[src/rtl/bcp_clause_engine.sv]
// -----------------------------------------------------------------------------
// bcp_clause_engine
//
// Evaluates clauses for Boolean constraint propagation. Clause indices from the
// control block are queued in order. For each index the engine fetches the
// clause from the clause database and reads the value of each literal's
// variable. It then classifies the clause:
//   satisfied   - some literal is true: nothing to do
//   unit        - no true literal, exactly one unassigned: push an implication
//   conflicting - every literal false (or no valid literal): raise conflict
//
// Literal layout inside cdb_data: slot 0 in the least significant bits,
// each slot = {valid, polarity, var[`MAX_VARS_BITS-1:0]}.
//
// Optional feature macro: BCP_EARLY_EXIT_EN
//   defined   - the first true literal ends evaluation; later slots are not read
//   undefined - every valid slot is read and the resolve step decides
//
// Ports
//   clock, reset          rising-edge clock, asynchronous active-low reset
//   bcp_en/bcp_clause_idx enqueue a clause index
//   reset_bcp             synchronous clear of conflict, overflow, queue, FSM
//   bcp_busy              work queued or in flight (never high with conflict)
//   conflict              sticky, a clause evaluated all-false
//   bcp_overflow          sticky, an index arrived while the queue was full
//   read_cdb/cdb_idx      clause DB read; cdb_data valid one cycle later
//   read_vs_bcp/var_vs_bcp var state read; val/unassign valid one cycle later
//   full_imply            imply queue cannot accept
//   push_imply, var_in_imply, val_in_imply, type_in_imply  implication out
// -----------------------------------------------------------------------------
`ifndef MAX_VARS_BITS
`define MAX_VARS_BITS 8
`endif
`ifndef MAX_CLAUSES_BITS
`define MAX_CLAUSES_BITS 8
`endif

module bcp_clause_engine #(
    parameter int MAX_LITS       = 3,
    parameter int IDX_FIFO_DEPTH = 4
) (
    input  logic                                      clock,
    input  logic                                      reset,
    input  logic                                      bcp_en,
    input  logic [`MAX_CLAUSES_BITS-1:0]              bcp_clause_idx,
    input  logic                                      reset_bcp,
    output logic                                      bcp_busy,
    output logic                                      conflict,
    output logic                                      bcp_overflow,
    output logic                                      read_cdb,
    output logic [`MAX_CLAUSES_BITS-1:0]              cdb_idx,
    input  logic [MAX_LITS*(`MAX_VARS_BITS+2)-1:0]    cdb_data,
    output logic                                      read_vs_bcp,
    output logic [`MAX_VARS_BITS-1:0]                 var_vs_bcp,
    input  logic                                      val_vs_bcp,
    input  logic                                      unassign_vs_bcp,
    input  logic                                      full_imply,
    output logic                                      push_imply,
    output logic [`MAX_VARS_BITS-1:0]                 var_in_imply,
    output logic                                      val_in_imply,
    output logic                                      type_in_imply
);

    localparam int VW = `MAX_VARS_BITS;
    localparam int CW = `MAX_CLAUSES_BITS;
    localparam int LW = VW + 2;
    localparam int KW = (MAX_LITS > 1) ? $clog2(MAX_LITS) : 1;
    localparam int PW = (IDX_FIFO_DEPTH > 1) ? $clog2(IDX_FIFO_DEPTH) : 1;

    typedef enum logic [2:0] {
        S_IDLE,
        S_FETCH,
        S_LOAD,
        S_LIT_RD,
        S_LIT_EV,
        S_RESOLVE,
        S_PUSH
    } state_t;

    state_t state_q, state_d;

    logic [PW:0]               wr_ptr_q, rd_ptr_q;
    logic [CW-1:0]             fifo_mem [IDX_FIFO_DEPTH];
    logic                      fifo_empty, fifo_full;
    logic [CW-1:0]             cdb_idx_q;
    logic [MAX_LITS*LW-1:0]    clause_q;
    logic [KW-1:0]             k_q;
    logic                      sat_q;
    logic [1:0]                ucnt_q;
    logic [VW-1:0]             rec_var_q;
    logic                      rec_pol_q;
    logic                      conflict_q, overflow_q;

    logic [LW-1:0]             cur_lit;
    logic [KW:0]               nxt_slot;
    logic                      lit_true;
    logic                      do_pop, do_load, do_eval, do_conflict;
    logic                      do_enq, do_ovf;

    // Lowest valid slot at or above 'start'; MSB of the result flags "found".
    // Invalid slots are skipped here, so they cost no cycles.
    function automatic logic [KW:0] find_next(input logic [MAX_LITS*LW-1:0] cl,
                                              input int                     start);
        logic [KW:0] r;
        r = '0;
        for (int i = MAX_LITS - 1; i >= 0; i--) begin
            if (cl[i*LW + LW - 1] && (i >= start)) begin
                r = {1'b1, KW'(i)};
            end
        end
        return r;
    endfunction

    assign fifo_empty = (wr_ptr_q == rd_ptr_q);
    assign fifo_full  = (wr_ptr_q[PW] != rd_ptr_q[PW]) &&
                        (wr_ptr_q[PW-1:0] == rd_ptr_q[PW-1:0]);

    // Once a conflict is flagged new indices are ignored entirely.
    assign do_enq = bcp_en && !reset_bcp && !conflict_q && !fifo_full;
    assign do_ovf = bcp_en && !reset_bcp && !conflict_q &&  fifo_full;

    always_comb begin
        cur_lit = '0;
        for (int i = 0; i < MAX_LITS; i++) begin
            if (k_q == KW'(i)) begin
                cur_lit = clause_q[i*LW +: LW];
            end
        end
    end

    assign lit_true = !unassign_vs_bcp && (val_vs_bcp == cur_lit[VW]);

    // State register
    always_ff @(posedge clock or negedge reset) begin
        if (!reset) begin
            state_q <= S_IDLE;
        end else begin
            state_q <= state_d;
        end
    end

    // Next state and strobes
    always_comb begin
        state_d     = state_q;
        do_pop      = 1'b0;
        do_load     = 1'b0;
        do_eval     = 1'b0;
        do_conflict = 1'b0;
        nxt_slot    = '0;
        read_cdb    = 1'b0;
        read_vs_bcp = 1'b0;
        push_imply  = 1'b0;
        case (state_q)
            S_IDLE: begin
                if (!fifo_empty && !conflict_q) begin
                    do_pop  = 1'b1;
                    state_d = S_FETCH;
                end
            end
            S_FETCH: begin
                read_cdb = 1'b1;
                state_d  = S_LOAD;
            end
            S_LOAD: begin
                do_load  = 1'b1;
                nxt_slot = find_next(cdb_data, 0);
                state_d  = nxt_slot[KW] ? S_LIT_RD : S_RESOLVE;
            end
            S_LIT_RD: begin
                read_vs_bcp = 1'b1;
                state_d     = S_LIT_EV;
            end
            S_LIT_EV: begin
                do_eval  = 1'b1;
                nxt_slot = find_next(clause_q, int'(k_q) + 1);
`ifdef BCP_EARLY_EXIT_EN
                if (lit_true) begin
                    state_d = S_IDLE;
                end else begin
                    state_d = nxt_slot[KW] ? S_LIT_RD : S_RESOLVE;
                end
`else
                state_d = nxt_slot[KW] ? S_LIT_RD : S_RESOLVE;
`endif
            end
            S_RESOLVE: begin
                if (sat_q) begin
                    state_d = S_IDLE;
                end else if (ucnt_q == 2'd0) begin
                    do_conflict = 1'b1;
                    state_d     = S_IDLE;
                end else if (ucnt_q == 2'd1) begin
                    state_d = S_PUSH;
                end else begin
                    state_d = S_IDLE;
                end
            end
            S_PUSH: begin
                push_imply = 1'b1;
                if (!full_imply) begin
                    state_d = S_IDLE;
                end
            end
            default: state_d = S_IDLE;
        endcase
        // reset_bcp wins over everything in flight
        if (reset_bcp) begin
            state_d     = S_IDLE;
            do_pop      = 1'b0;
            do_conflict = 1'b0;
        end
    end

    // Queue storage holds data only; emptiness lives in the pointers.
    always_ff @(posedge clock) begin
        if (do_enq) begin
            fifo_mem[wr_ptr_q[PW-1:0]] <= bcp_clause_idx;
        end
    end

    // Queue pointers, sticky flags and clause evaluation state
    always_ff @(posedge clock or negedge reset) begin
        if (!reset) begin
            wr_ptr_q   <= '0;
            rd_ptr_q   <= '0;
            conflict_q <= 1'b0;
            overflow_q <= 1'b0;
            cdb_idx_q  <= '0;
            clause_q   <= '0;
            k_q        <= '0;
            sat_q      <= 1'b0;
            ucnt_q     <= '0;
            rec_var_q  <= '0;
            rec_pol_q  <= 1'b0;
        end else begin
            // A conflict makes the remaining queued work meaningless: flush it.
            if (reset_bcp || do_conflict) begin
                wr_ptr_q <= '0;
                rd_ptr_q <= '0;
            end else begin
                if (do_enq) wr_ptr_q <= wr_ptr_q + (PW+1)'(1);
                if (do_pop) rd_ptr_q <= rd_ptr_q + (PW+1)'(1);
            end
            if (reset_bcp) begin
                conflict_q <= 1'b0;
                overflow_q <= 1'b0;
            end else begin
                if (do_conflict) conflict_q <= 1'b1;
                if (do_ovf)      overflow_q <= 1'b1;
            end
            if (do_pop) begin
                cdb_idx_q <= fifo_mem[rd_ptr_q[PW-1:0]];
            end
            if (do_load) begin
                clause_q <= cdb_data;
                k_q      <= nxt_slot[KW-1:0];
                sat_q    <= 1'b0;
                ucnt_q   <= '0;
            end
            if (do_eval) begin
                if (nxt_slot[KW]) begin
                    k_q <= nxt_slot[KW-1:0];
                end
                if (unassign_vs_bcp) begin
                    // Only the count 0/1/many matters, so saturate at 2.
                    if (ucnt_q != 2'd2) ucnt_q <= ucnt_q + 2'd1;
                    if (ucnt_q == 2'd0) begin
                        rec_var_q <= cur_lit[VW-1:0];
                        rec_pol_q <= cur_lit[VW];
                    end
                end else if (lit_true) begin
                    sat_q <= 1'b1;
                end
            end
        end
    end

    assign conflict      = conflict_q;
    assign bcp_overflow  = overflow_q;
    assign bcp_busy      = !conflict_q && (bcp_en || !fifo_empty || (state_q != S_IDLE));
    assign cdb_idx       = cdb_idx_q;
    assign var_vs_bcp    = cur_lit[VW-1:0];
    assign var_in_imply  = rec_var_q;
    assign val_in_imply  = rec_pol_q;
    assign type_in_imply = push_imply;

endmodule

[config.mk]
export PLATFORM = sky130hd
export DESIGN_NAME = bcp_clause_engine
export DESIGN_NICKNAME = d
export VERILOG_FILES = /design/src/rtl/bcp_clause_engine.sv
export SDC_FILE = /design/constraint.sdc
export NUM_CORES = 1
export LEC_CHECK = 0
export BUFFER_PORTS_ARGS = -buffer_cell sky130_fd_sc_hd__buf_2
export CAP_MARGIN = 20
export CORE_ASPECT_RATIO = 1.5
export CORE_MARGIN = 3
export CORE_UTILIZATION = 50
export DETAILED_ROUTE_END_ITERATION = 8
export PLACE_DENSITY = 0.8
export SLEW_MARGIN = 0
export SYNTH_ARGS = -nofsm -noshare
export SYNTH_HDL_FRONTEND = slang
export SYNTH_SLANG_ARGS = --single-unit
[constraint.sdc]
create_clock -name clock -period 3.02 [get_ports clock]
set_input_delay 0.151 -clock clock [delete_from_list [all_inputs] [get_ports clock]]
set_output_delay 0.151 -clock clock [all_outputs]
set_load 0.01 [all_outputs]
=== Yosys cells after proc, flatten, opt, wreduce, memory -nomap -nowiden ===
Memories as Yosys holds them, arrays and structs flattened. A register that Yosys moved wholly into a read port is not among the register bits.
Cells that the tools add are included.

* Register bits after elaboration: 55
* Memories: 1
* Bits in writable memories: 32
* Word-level logic and storage cells: 119
* Output and inout port bits: 32

{| class="wikitable"
|+ Memories
! name !! words !! bits a word !! read ports !! clocked after memory_dff !! wr ports !! line !! text
|-
| fifo_mem || 4 || 8 || 1 || 1 || 1 || 83 || <nowiki>logic [CW-1:0] fifo_mem [IDX_FIFO_DEPTH];</nowiki>
|}

* Eq/ne operators: 16
* Add/sub/neg operators: 4
* Muxes and demuxes: 54
* $lt $le $gt $ge: 3
* Reduce and logical (&&, ||, !) cells: 30

{| class="wikitable"
|+ Operator list
! operator !! number
|-
| two-way mux 3 bit || 20
|-
| two-way mux 9 bit || 3
|-
| two-way mux 1 bit || 22
|-
| one-hot mux 3 bit (7 select lines) || 1
|-
| two-way mux 2 bit || 7
|-
| logical AND 1 bit || 11
|-
| equality test 3 bit, second input constant || 3
|-
| nonzero test 2 bit || 4
|-
| adder 3 x 1 -> 3 bit, second input constant || 2
|-
| equality test 3 x 2 -> 1 bit, second input constant || 2
|-
| >= comparator 1 x 3 -> 1 bit, first input constant || 2
|-
| zero test 1 bit || 6
|-
| != test 3 bit, second input constant || 2
|-
| one-hot mux 3 bit (2 select lines) || 1
|-
| equality test 2 x 1 -> 1 bit, second input constant || 2
|-
| zero test 2 bit || 2
|-
| adder 2 x 1 -> 3 bit, second input constant || 1
|-
| equality test 3 x 1 -> 1 bit, second input constant || 1
|-
| equality test 3 bit || 1
|-
| >= comparator 2 x 3 -> 1 bit, first input constant || 1
|-
| zero test 3 bit || 1
|-
| logical OR 1 bit || 3
|-
| AND reduction 3 bit || 1
|-
| nonzero test 3 bit || 1
|-
| other kinds (7) || 7
|}

=== Longest topological paths before layout ===
Gate-level depths: netlist of the first run.

* Depth after elaboration: 11
* Gate-level depth with buffers: 7
* Gate-level depth less buffers: 5

=== Worst setup path before layout of the first run ===
Ideal clock, no wire load.

* Path kind: register to register
* From: register rd_ptr_q[0]
* To: memory fifo_mem[3][0] in the netlist's numbering (enable)
* Setup time: 373 ps
* Clock period less this slack: 1919 ps
* Stages on the path, launching flop included: 5
* Buffers on the path: 1
* Setup slack: 1101 ps
* Arrival: 1545 ps
* Cell sequence: dfrtp_1 buf_6 xnor2_2 a311oi_1 nor2b_1

* Cells in the longest elaborated chain, start to end: 6

{| class="wikitable"
|+ RTL lines
! element !! line !! text
|-
| from (decl) || 82 || <nowiki>logic [PW:0] wr_ptr_q, rd_ptr_q;</nowiki>
|-
| from (signal assigned) || 242 || <nowiki>if (do_pop) rd_ptr_q <= rd_ptr_q + (PW+1)'(1);</nowiki>
|-
| equality test 2 bit || 116 || <nowiki>(wr_ptr_q[PW-1:0] == rd_ptr_q[PW-1:0]);</nowiki>
|-
| logical AND 1 bit || 115 || <nowiki>assign fifo_full = (wr_ptr_q[PW] != rd_ptr_q[PW]) &&</nowiki>
|-
| zero test 1 bit || 119 || <nowiki>assign do_enq = bcp_en && !reset_bcp && !conflict_q && !fifo_full;</nowiki>
|-
| logical AND 1 bit || 119 ||
|-
| two-way mux 1 bit || 216 || <nowiki>if (do_enq) begin</nowiki>
|-
| two-way mux 1 bit (implied by the code) || 217 || <nowiki>fifo_mem[wr_ptr_q[PW-1:0]] <= bcp_clause_idx;</nowiki>
|-
| to (decl) || 83 ||
|}

Every way passes these cells.

=== Worst setup path after layout of the first run ===
* From: register k_q[0]
* To: output var_vs_bcp[0]

* Cells in the longest elaborated chain, start to end: 4
* Elaborated cells between the ends (all ways): 6

{| class="wikitable"
|+ RTL lines
! element !! line !! text
|-
| from (decl) || 87 || <nowiki>logic [KW-1:0] k_q;</nowiki>
|-
| from (signal assigned) || 256 || <nowiki>k_q <= nxt_slot[KW-1:0];</nowiki>
|-
| from (signal assigned) || 262 || <nowiki>k_q <= nxt_slot[KW-1:0];</nowiki>
|-
| zero test 2 bit || 125 || <nowiki>if (k_q == KW'(i)) begin</nowiki>
|-
| two-way mux 9 bit (2 in series) || 125 ||
|-
| two-way mux 9 bit (*) || 125 ||
|-
| to (decl) || 54 || <nowiki>output logic [`MAX_VARS_BITS-1:0] var_vs_bcp,</nowiki>
|}

Every way passes the cells marked *; elsewhere a longest branch is shown, timed or not.

==> results.cfg, run 1 <==
[status]
outcome = finished, final reports clean

[clocking]
cts_root_buf = clkbuf_16
cts.htree.levels = 3
clk_latency_ps = 330
cts.clk_slew.worst_paths_ps = 60
cts.path.max_buffers = 2
clock_sinks = 94
post-cts-setup-buffers = 0
cts_buffers = 9
tritoncts = done

[detailed_routing]
first_iter_violations = 116
routed_wl_um = 8310
drc = 0
wl_per_cell_um = 15.6
avgViaCountPerCell = 5.20
first_pass_iters = 6
vias = 2777
final_antenna_net_count = 0

[sta]
drv_slew = 0
hold_viol = 0
setup_ws_ps = 753
worstMarginPinSlew_ps = 879
clock_skew_ps = 9.15
final.setup.tns_ps = 0
rsz0062_at_grt = no
finalCriticalPeriod_ps = 2270
setup_viol = 0
timing.fmax_mhz = 441
slew-limit-headroom_pct = 41.3
fin_crit_sh_pct = 75.1

[synth]
yosysTopAreaCellShare_pct = 36.3
syn_avg_cell_area_um2 = 12.1
synthCells = 352
synth_largest_area_cell = dfrtp_1
ys_types = 49
synthFlopType = dfrtp_1
syn_nets = 402
ys_seq_area_share_pct = 58.8
ys_top_cells_by_area = dfrtp_1 (36%), edfxtp_1 (23%), nand2_1 (8.9%), mux2_4 (3.5%), mux4_1 (3.1%)
ys_warn_count = 0
ys_async_sr_fraction_pct = 66.0
syn_area_um2 = 4270
yosys_register_bits = 94
synth_edf_count = 32

[floorplanning]
die_y_um = 119
core-area_um2 = 8160
initial_utilization_pct = 52.3
row_count = 40
die-area_um2 = 9710
ios = 77
die_w_um = 81.5

[pwr]
p_leak_nw = 2.34
powerDensity_nw_per_um2 = 910
total_power_mw = 4.55
peakVddDrop_mv = 0.417

[setup_path]
startpoint_type = flop
worstSetupPathType = reg2out
cp_max_fo = 10
r2r_end = fifo_mem[3][0]
r2r_cells = 3
cp-end-kind = output pin
required_ps = 2870
r2r_slack_ps = 760
worstReg2RegStart = rd_ptr_q[1]
crit_arrival_ps = 2120

[hold_path]
min_delay_worst_endpoint = clause_q[16]
hp-class = in2reg
hp-start = cdb_data[16]
min_delay_path_depth = 3

[global_routing]
grt_max_degree = 34
grt_pass1_wl_um = 13600
antenna_found_initial = 0
grt-ovfl-total = 0
grt_usage_pct = 18.3
grt_pass1_vias = 2902

[placed_design]
placedCellCount = 516
port_buffers = 76
place_congestion = 0.832
post-place-ws_ps = 689
dpl.hpwl_um = 6070

[final_layout]
fin_cells = 534
n_antenna_cell = 0
drive_gt1_share_pct = 29.4
areaGrowthSynthToFinish_pct = 17.1
fin_nets = 475

[flow_run]
maxCapViolCount = 0
## what timing repair did
| action | 4_1_cts | 5_1_grt |
|---|---|---|
| endpoints found under the setup margin | 0 | 0 |
| gates resized for setup | 0 | 0 |
| hold buffers | 3 | 0 |
| endpoints found under the hold margin | 18 | 0 |
## layout by cell type, fill, tap and decap left out, drive strengths merged, types with 5 or more instances in the layout
cell / Yosys / final
nand2: 102 / 102
clkbuf: 9 / 13
o21ai: 15 / 15
nor2: 13 / 13
xnor2: 5 / 5
mux2i: 11 / 11
mux2: 19 / 19
dfrtp: 62 / 62
ha: 5 / 5
nand3: 6 / 6
inv: 8 / 8
mux4: 8 / 8
edfxtp: 32 / 32
buf: 15 / 83
## power breakdown
| group | switching, mW | internal [mW] |
|---|---|---|
| clock network | 0.426 | 0.637 |
| registers | 0.241 | 1.68 |
| logic | 0.833 | 0.736 |
| total | 1.50 | 3.05 |
## flip-flops by register name, indices dropped and copies added, names as in the netlist, 2 cells and up
signal        flops
rd_ptr_q          3
fifo_mem         32
state_q           3
var_in_imply      8
ucnt_q            2
clause_q         29
k_q               2
cdb_idx           8
wr_ptr_q          3
## kinds of logic after synthesis
kind of cell,share of synthesized area (%)
AND/OR/NAND/NOR,15.3
multiplexers,13.1
XOR/XNOR,1.79
flip-flops,58.8
buffers and inverters,4.28
adder cells (fa/ha/maj),1.46
AO/OA/AOI/OAI,5.19
## per-stage QoR
stage	utilization, %	area (um2)	hold WS (ps)
2_1_floorplan	-	4270	-145
3_3_place_gp	57.4	4680	96.0
3_5_place_dp	57.6	4700	109
4_1_cts	61.3	5000	0.788
5_1_grt	61.3	5000	8.98
6_report	61.3	5000	10.2
## layer usage
metal / GRT usage, % / wire length (um) / share of wire (%)
met1: 21.8 / 3350 / 40
met4: 6.55 / 68 / 0.82
met5: 0 / 0 / 0
met3: 3.86 / 382 / 4.6
met2: 31.9 / 4520 / 54
## layout make-up
cell class	count	area, um2
Clock inverter	2	35.0
Timing Repair Buffer	86	470
Tap cell	105	131
Clock buffer	13	240
Inverter	8	30.0
Sequential cell	94	2510
Multi-Input combinational cell	226	1580
Fill cell	641	3160
## cells in the mapped netlist (6+ instances only)
cell,n
mux2_2,9
o21ai_0,12
nand3_1,6
mux2i_1,11
clkbuf_1,9
mux2_4,10
inv_1,8
nor2_1,12
edfxtp_1,32
dfrtp_1,62
nand2_1,101
buf_4,10
## worst max path at each step
| stage | startpoint | end | slack (ps) | cells past startpoint |
|---|---|---|---|---|
| 2_1_floorplan | rd_ptr_q[0] | fifo_mem[3][0] | 1100 | 4 |
| 3_3_place_gp | rd_ptr_q[1] | fifo_mem[3][4] | 730 | 3 |
| 3_5_place_dp | rd_ptr_q[1] | fifo_mem[3][1] | 690 | 3 |
| 4_1_cts | rd_ptr_q[1] | fifo_mem[3][2] | 690 | 3 |
| 5_1_grt | rd_ptr_q[1] | fifo_mem[3][7] | 580 | 3 |
| 6_report | k_q[0] | var_vs_bcp[0] | 750 | 5 |
## critical path, cell delays in order (launching register included)
cell     delay, ps
dfrtp_1        410
buf_4          210
nor2b_1        700
nand2_1        100
o21ai_0        160
buf_2          200
Power figures use the tool's default switching activity.
==> inputs of run 2 (changes only) <==
Settings changed: PLACE_DENSITY 0.8 to 0.83.
Clock period 3.02 ns to 1.9 ns, I/O delays scaled along.
==> run 2 against run 1 <==
Clock-buffer cell count unchanged. First-iteration DRC count is 16% lower. Non-clock buffer count is 45 higher. Clock skew fell by 4.1 ps. Sequential cell count unchanged. Critical path type unchanged. Critical endpoint is now bcp_busy.
==> results.cfg, run 2 (synthesis gave the netlist of run 1 again) <==
[status]
outcome = finished, final reports clean

[detailed_routing]
vias = 2959
drc = 0
first_iter_violations = 97
final_antenna_net_count = 0
first_pass_iters = 4
routed_wl_um = 9050
wl_per_cell_um = 15.6
avgViaCountPerCell = 5.11

[global_routing]
grt_pass1_vias = 3018
grt-ovfl-total = 0
grt_max_degree = 34
antenna_found_initial = 0
grt_pass1_wl_um = 14300
grt_usage_pct = 19.5

[final_layout]
drive_gt1_share_pct = 29.5
final_common_cell = nand2_1
final_cell_mix = nand2_1 (101), buf_2 (76), dfrtp_1 (62)
areaGrowthSynthToFinish_pct = 28.2
multi_input_area_um2 = 1590
seq_area_um2 = 2510
fin_nets = 520
largest_register_ffs = 32
fin_cells = 579
n_fill_cell = 566
n_antenna_cell = 0

[floorplanning]
ios = 77
initial_utilization_pct = 52.3
core-area_um2 = 8160
die_y_um = 119
die-area_um2 = 9710
row_count = 40
die_w_um = 81.5

[clocking]
tritoncts = done
clk_latency_ps = 330
cts.clk_slew.worst_paths_ps = 60
clock_sinks = 94
cts_root_buf = clkbuf_16
cts_buffers = 9
cts.htree.levels = 3
cts.path.max_buffers = 2
post-cts-setup-buffers = 0

[hold_path]
hp-class = in2reg

[pwr]
p_int_mw = 5.10
total_power_mw = 7.58
p_leak_nw = 2.55
peakVddDrop_mv = 0.768
pwr-share-seq_pct = 40.5
combPwrFrac_pct = 35.4
swShare_pct = 32.7
pwr-share-clk_pct = 24.1
powerDensity_nw_per_um2 = 1380
switchingPower_mw = 2.48

[setup_path]
critPathLaunch = state_q[0]
r2r_slack_ps = 100
cp_max_fo = 11
endpoint = bcp_busy
worstSetupPathType = reg2out
r2r_end = fifo_mem[2][1]
worstReg2RegStart = wr_ptr_q[1]
required_ps = 1800
startpoint_type = flop
cp-end-kind = output pin
r2r_cells = 3
crit_arrival_ps = 1730

[sta]
holdWs_ps = 85.7
finalCriticalPeriod_ps = 1820
drv_slew = 0
hold_viol = 0
setup_viol = 0
setup_ws_ps = 78.4
slew-limit-headroom_pct = 69.3
worstMarginPinSlew_ps = 460
rsz0062_at_grt = no
clock_skew_ps = 5.09
fin_crit_sh_pct = 95.9
final.setup.tns_ps = 0
timing.fmax_mhz = 549

[flow_run]
maxCapViolCount = 0

[placed_design]
post-place-ws_ps = 75.4
place_congestion = 0.780
port_buffers = 76
dpl.hpwl_um = 6130
placedCellCount = 525
-- run 2: changes by cell type in the layout (fill, tap and decap cells not counted), sizes merged --
cell | previous run | this run
buf | 83 | 92
dlygate4sd3 | 3 | 39
-- run 2: power groups by stage --
stage	Sequential (mW)	Clock (mW)	Combinational (mW)
after floorplan	3.03	0	1.97
after global placement	3.07	0	2.49
after detailed placement	3.09	0	2.61
after CTS	3.06	1.87	2.69
after global routing	3.14	1.97	2.96
final	3.07	1.83	2.69
-- run 2: critical path, stage by stage (launching register included) --
cell	delay [ps]
dfrtp_1	500
or3_1	470
nor2_1	120
a41oi_1	130
buf_2	170
-- run 2: what timing repair did --
action                                  4_1_cts  5_1_grt
hold buffers                                 39        0
hold endpoints to repair                     79        0
endpoints found under the setup margin        0        8
resized for setup                             0        1
-- run 2: area by class of cell --
cell class	count	share of cell area (%)
clock inverters	2	0.708
well taps	105	2.40
multi-input cells	226	28.9
clock buffers	13	5.03
repair buffers	131	16.5
flip-flops and latches	94	45.9
inverters	8	0.548
-- run 2: per-stage QoR --
stage               cell area, um2  utilization, %
floorplan                     4270               -
global placement              4770            58.5
global route                  5480            67.1
CTS                           5480            67.1
finish                        5480            67.1
detailed placement            4770            58.5
-- run 2: how the worst min path moves through the flow --
stage	start	endpoint	slack, ps	cells after the start
after floorplan	reset	bcp_overflow	-200	0
after global placement	reset	clause_q[14]	60	1
after detailed placement	reset	clause_q[4]	70	1
after CTS	reset_bcp	bcp_overflow	70	2
after global routing	reset_bcp	bcp_overflow	100	2
final	reset_bcp	bcp_overflow	90	2
-- run 2: routing by layer --
| layer | wire length (um) | part of all wire, % | track usage [%] |
|---|---|---|---|
| met1 | 3660 | 40 | 22.5 |
| met2 | 4910 | 54 | 34.4 |
| met3 | 390 | 4.3 | 4.92 |
| met4 | 93 | 1.0 | 6.13 |
| met5 | 0 | 0 | 0 |
==> inputs of run 3 (changes only) <==
Settings changed: CTS_BUF_LIST set to sky130_fd_sc_hd__clkbuf_8.
Clock period 1.9 ns to 1.6 ns, I/O delays scaled along.
==> run 3 against run 2 <==
The flow now finishes with violations (negative setup slack). Wire length increased by 18%. Sequential cell count unchanged. Clock power decreased by 22%. Utilization increased by 4.3 points. Global-route usage increased by 2.8 points. Clock-buffer cell count decreased by 4. Critical path depth increased by 1. Setup slack got worse by 180 ps. Sequential power increased by 18%. First-iteration DRC count increased by 72%. Non-clock buffer count increased by 30. Clock skew increased by 6.8 ps.
==> results.cfg, run 3 (synthesis gave the netlist of run 1 again) <==
[setup_path]
cp_max_fo = 2
crit_arrival_ps = 1620
startpoint_type = flop
cp-end-kind = output pin
path_buf_inv = 2
required_ps = 1520
worstSetupPathType = reg2out
crit_path_cell_trace = or3_4 > buf_6 > nor2_4 > a41oi_2 > buf_2
worstReg2RegStart = wr_ptr_q[1]
critPathTopFamily = simple AND/OR/NAND/NOR gates
r2r_slack_ps = -50
critPathLaunch = state_q[0]
max_stage_delay_ps = 400
crit_path_top_delay_cell = dfrtp_1

[detailed_routing]
drc = 0
wl_per_cell_um = 17.5
avgViaCountPerCell = 5.34
routed_wl_um = 10700
final_antenna_net_count = 0
vias = 3260
first_iter_violations = 167
first_pass_iters = 6

[clocking]
tritoncts = done
cts_root_buf = clkbuf_8
cts.htree.levels = 3
cts.path.max_buffers = 2
clk_latency_ps = 360
cts.clk_slew.worst_paths_ps = 80
clock_sinks = 94
cts_buffers = 9

[sta]
holdWs_ps = 62.1
setup_ws_ps = -96.8
fin_crit_sh_pct = 106
setup_viol = 16
finalCriticalPeriod_ps = 1700
worstMarginPinSlew_ps = 481
slew-limit-headroom_pct = 67.9
drv_slew = 0
hold_viol = 0
rsz0062_at_grt = yes
timing.fmax_mhz = 589
clock_skew_ps = 11.9

[final_layout]
final_cell_mix = nand2_1 (100), buf_2 (76), dfrtp_1 (58)
fin_cells = 610
final_common_cell = nand2_1
areaGrowthSynthToFinish_pct = 36.4
drive_gt1_share_pct = 38.4
largest_register_ffs = 32
fin_nets = 550
n_antenna_cell = 0
final_area_um2 = 5820

[global_routing]
grt_usage_pct = 22.3
grt_pass1_vias = 3465
grt_max_degree = 44
antenna_found_initial = 0
grt_pass1_wl_um = 16400
grt-ovfl-total = 0

[pwr]
peakVddDrop_mv = 0.924
p_leak_nw = 2.70
powerDensity_nw_per_um2 = 1560

[floorplanning]
die_w_um = 81.5
core-area_um2 = 8160
die-area_um2 = 9710
die_y_um = 119
row_count = 40
ios = 77
initial_utilization_pct = 52.3

[hold_path]
hp-class = in2reg
hp-start = cdb_data[9]

[placed_design]
port_buffers = 76
dpl.hpwl_um = 6240
place_congestion = 0.874
placed_cell_area_um2 = 4950
placedCellCount = 539

[flow_run]
maxCapViolCount = 0

[status]
violations = negative setup slack
outcome = finished with violations
[run 3: layout make-up]
| class | instances | area [um2] |
|---|---|---|
| inverter | 8 | 30.0 |
| tap | 105 | 131 |
| timing repair buffer | 161 | 1220 |
| sequential | 94 | 2520 |
| clock buffer | 9 | 124 |
| fill | 499 | 2330 |
| clock inverter | 7 | 50.0 |
| multi-input combinational | 226 | 1750 |
[run 3: stage by stage]
stage	util [%]	TNS (ps)	power [mW]	worst slack, ps
after global placement	60.7	-25.7	6.85	-10.4
after CTS	69.5	-232	8.72	-123
after global routing	71.4	-2500	9.66	-162
after floorplan	-	-46.3	5.99	-4.14
final	71.4	-270	9.10	-96.8
after detailed placement	60.7	-941	7.00	-69.2
[run 3: what timing repair did]
item | 4_1_cts | 5_1_grt
endpoints found under the hold margin | 82 | 0
hold buffers | 39 | 0
setup endpoints to repair | 39 | 65
gates resized for setup | 19 | 24
cloned | 0 | 2
setup buffers | 8 | 6
pin swaps | 8 | 11
[run 3: where the power goes]
group	switching (mW)	internal [mW]	total (mW)
combinational	2.01	2.04	4.05
sequential	0.456	3.17	3.63
clock	0.845	0.570	1.42
[run 3: worst paths after layout]
| path | end | cells after the start |
|---|---|---|
| setup / recovery | bcp_busy | 5 |
| hold / removal | k_q[1] | 4 |
| setup reg to reg | rd_ptr_q[2] | 6 |
| hold reg to reg | clause_q[14] | 2 |
| max in group asynchronous | clause_q[13] | 3 |
| min in group asynchronous | clause_q[23] | 2 |
[run 3: worst reg2reg max path: cells and delay by family, from the launching register on]
family	cells	cell delay, ps
buffers and inverters	2	290
AOI/OAI and AO/OA	3	550
xor gates and xnor gates	1	260
DFF	1	460
[run 3: layer usage]
layer	GRT usage [%]	vias to the layer above	wire, um
li1	-	1509	-
met1	23.6	1606	3880
met4	9.94	0	340
met5	0	-	0
met2	40.6	115	5920
met3	4.77	30	532
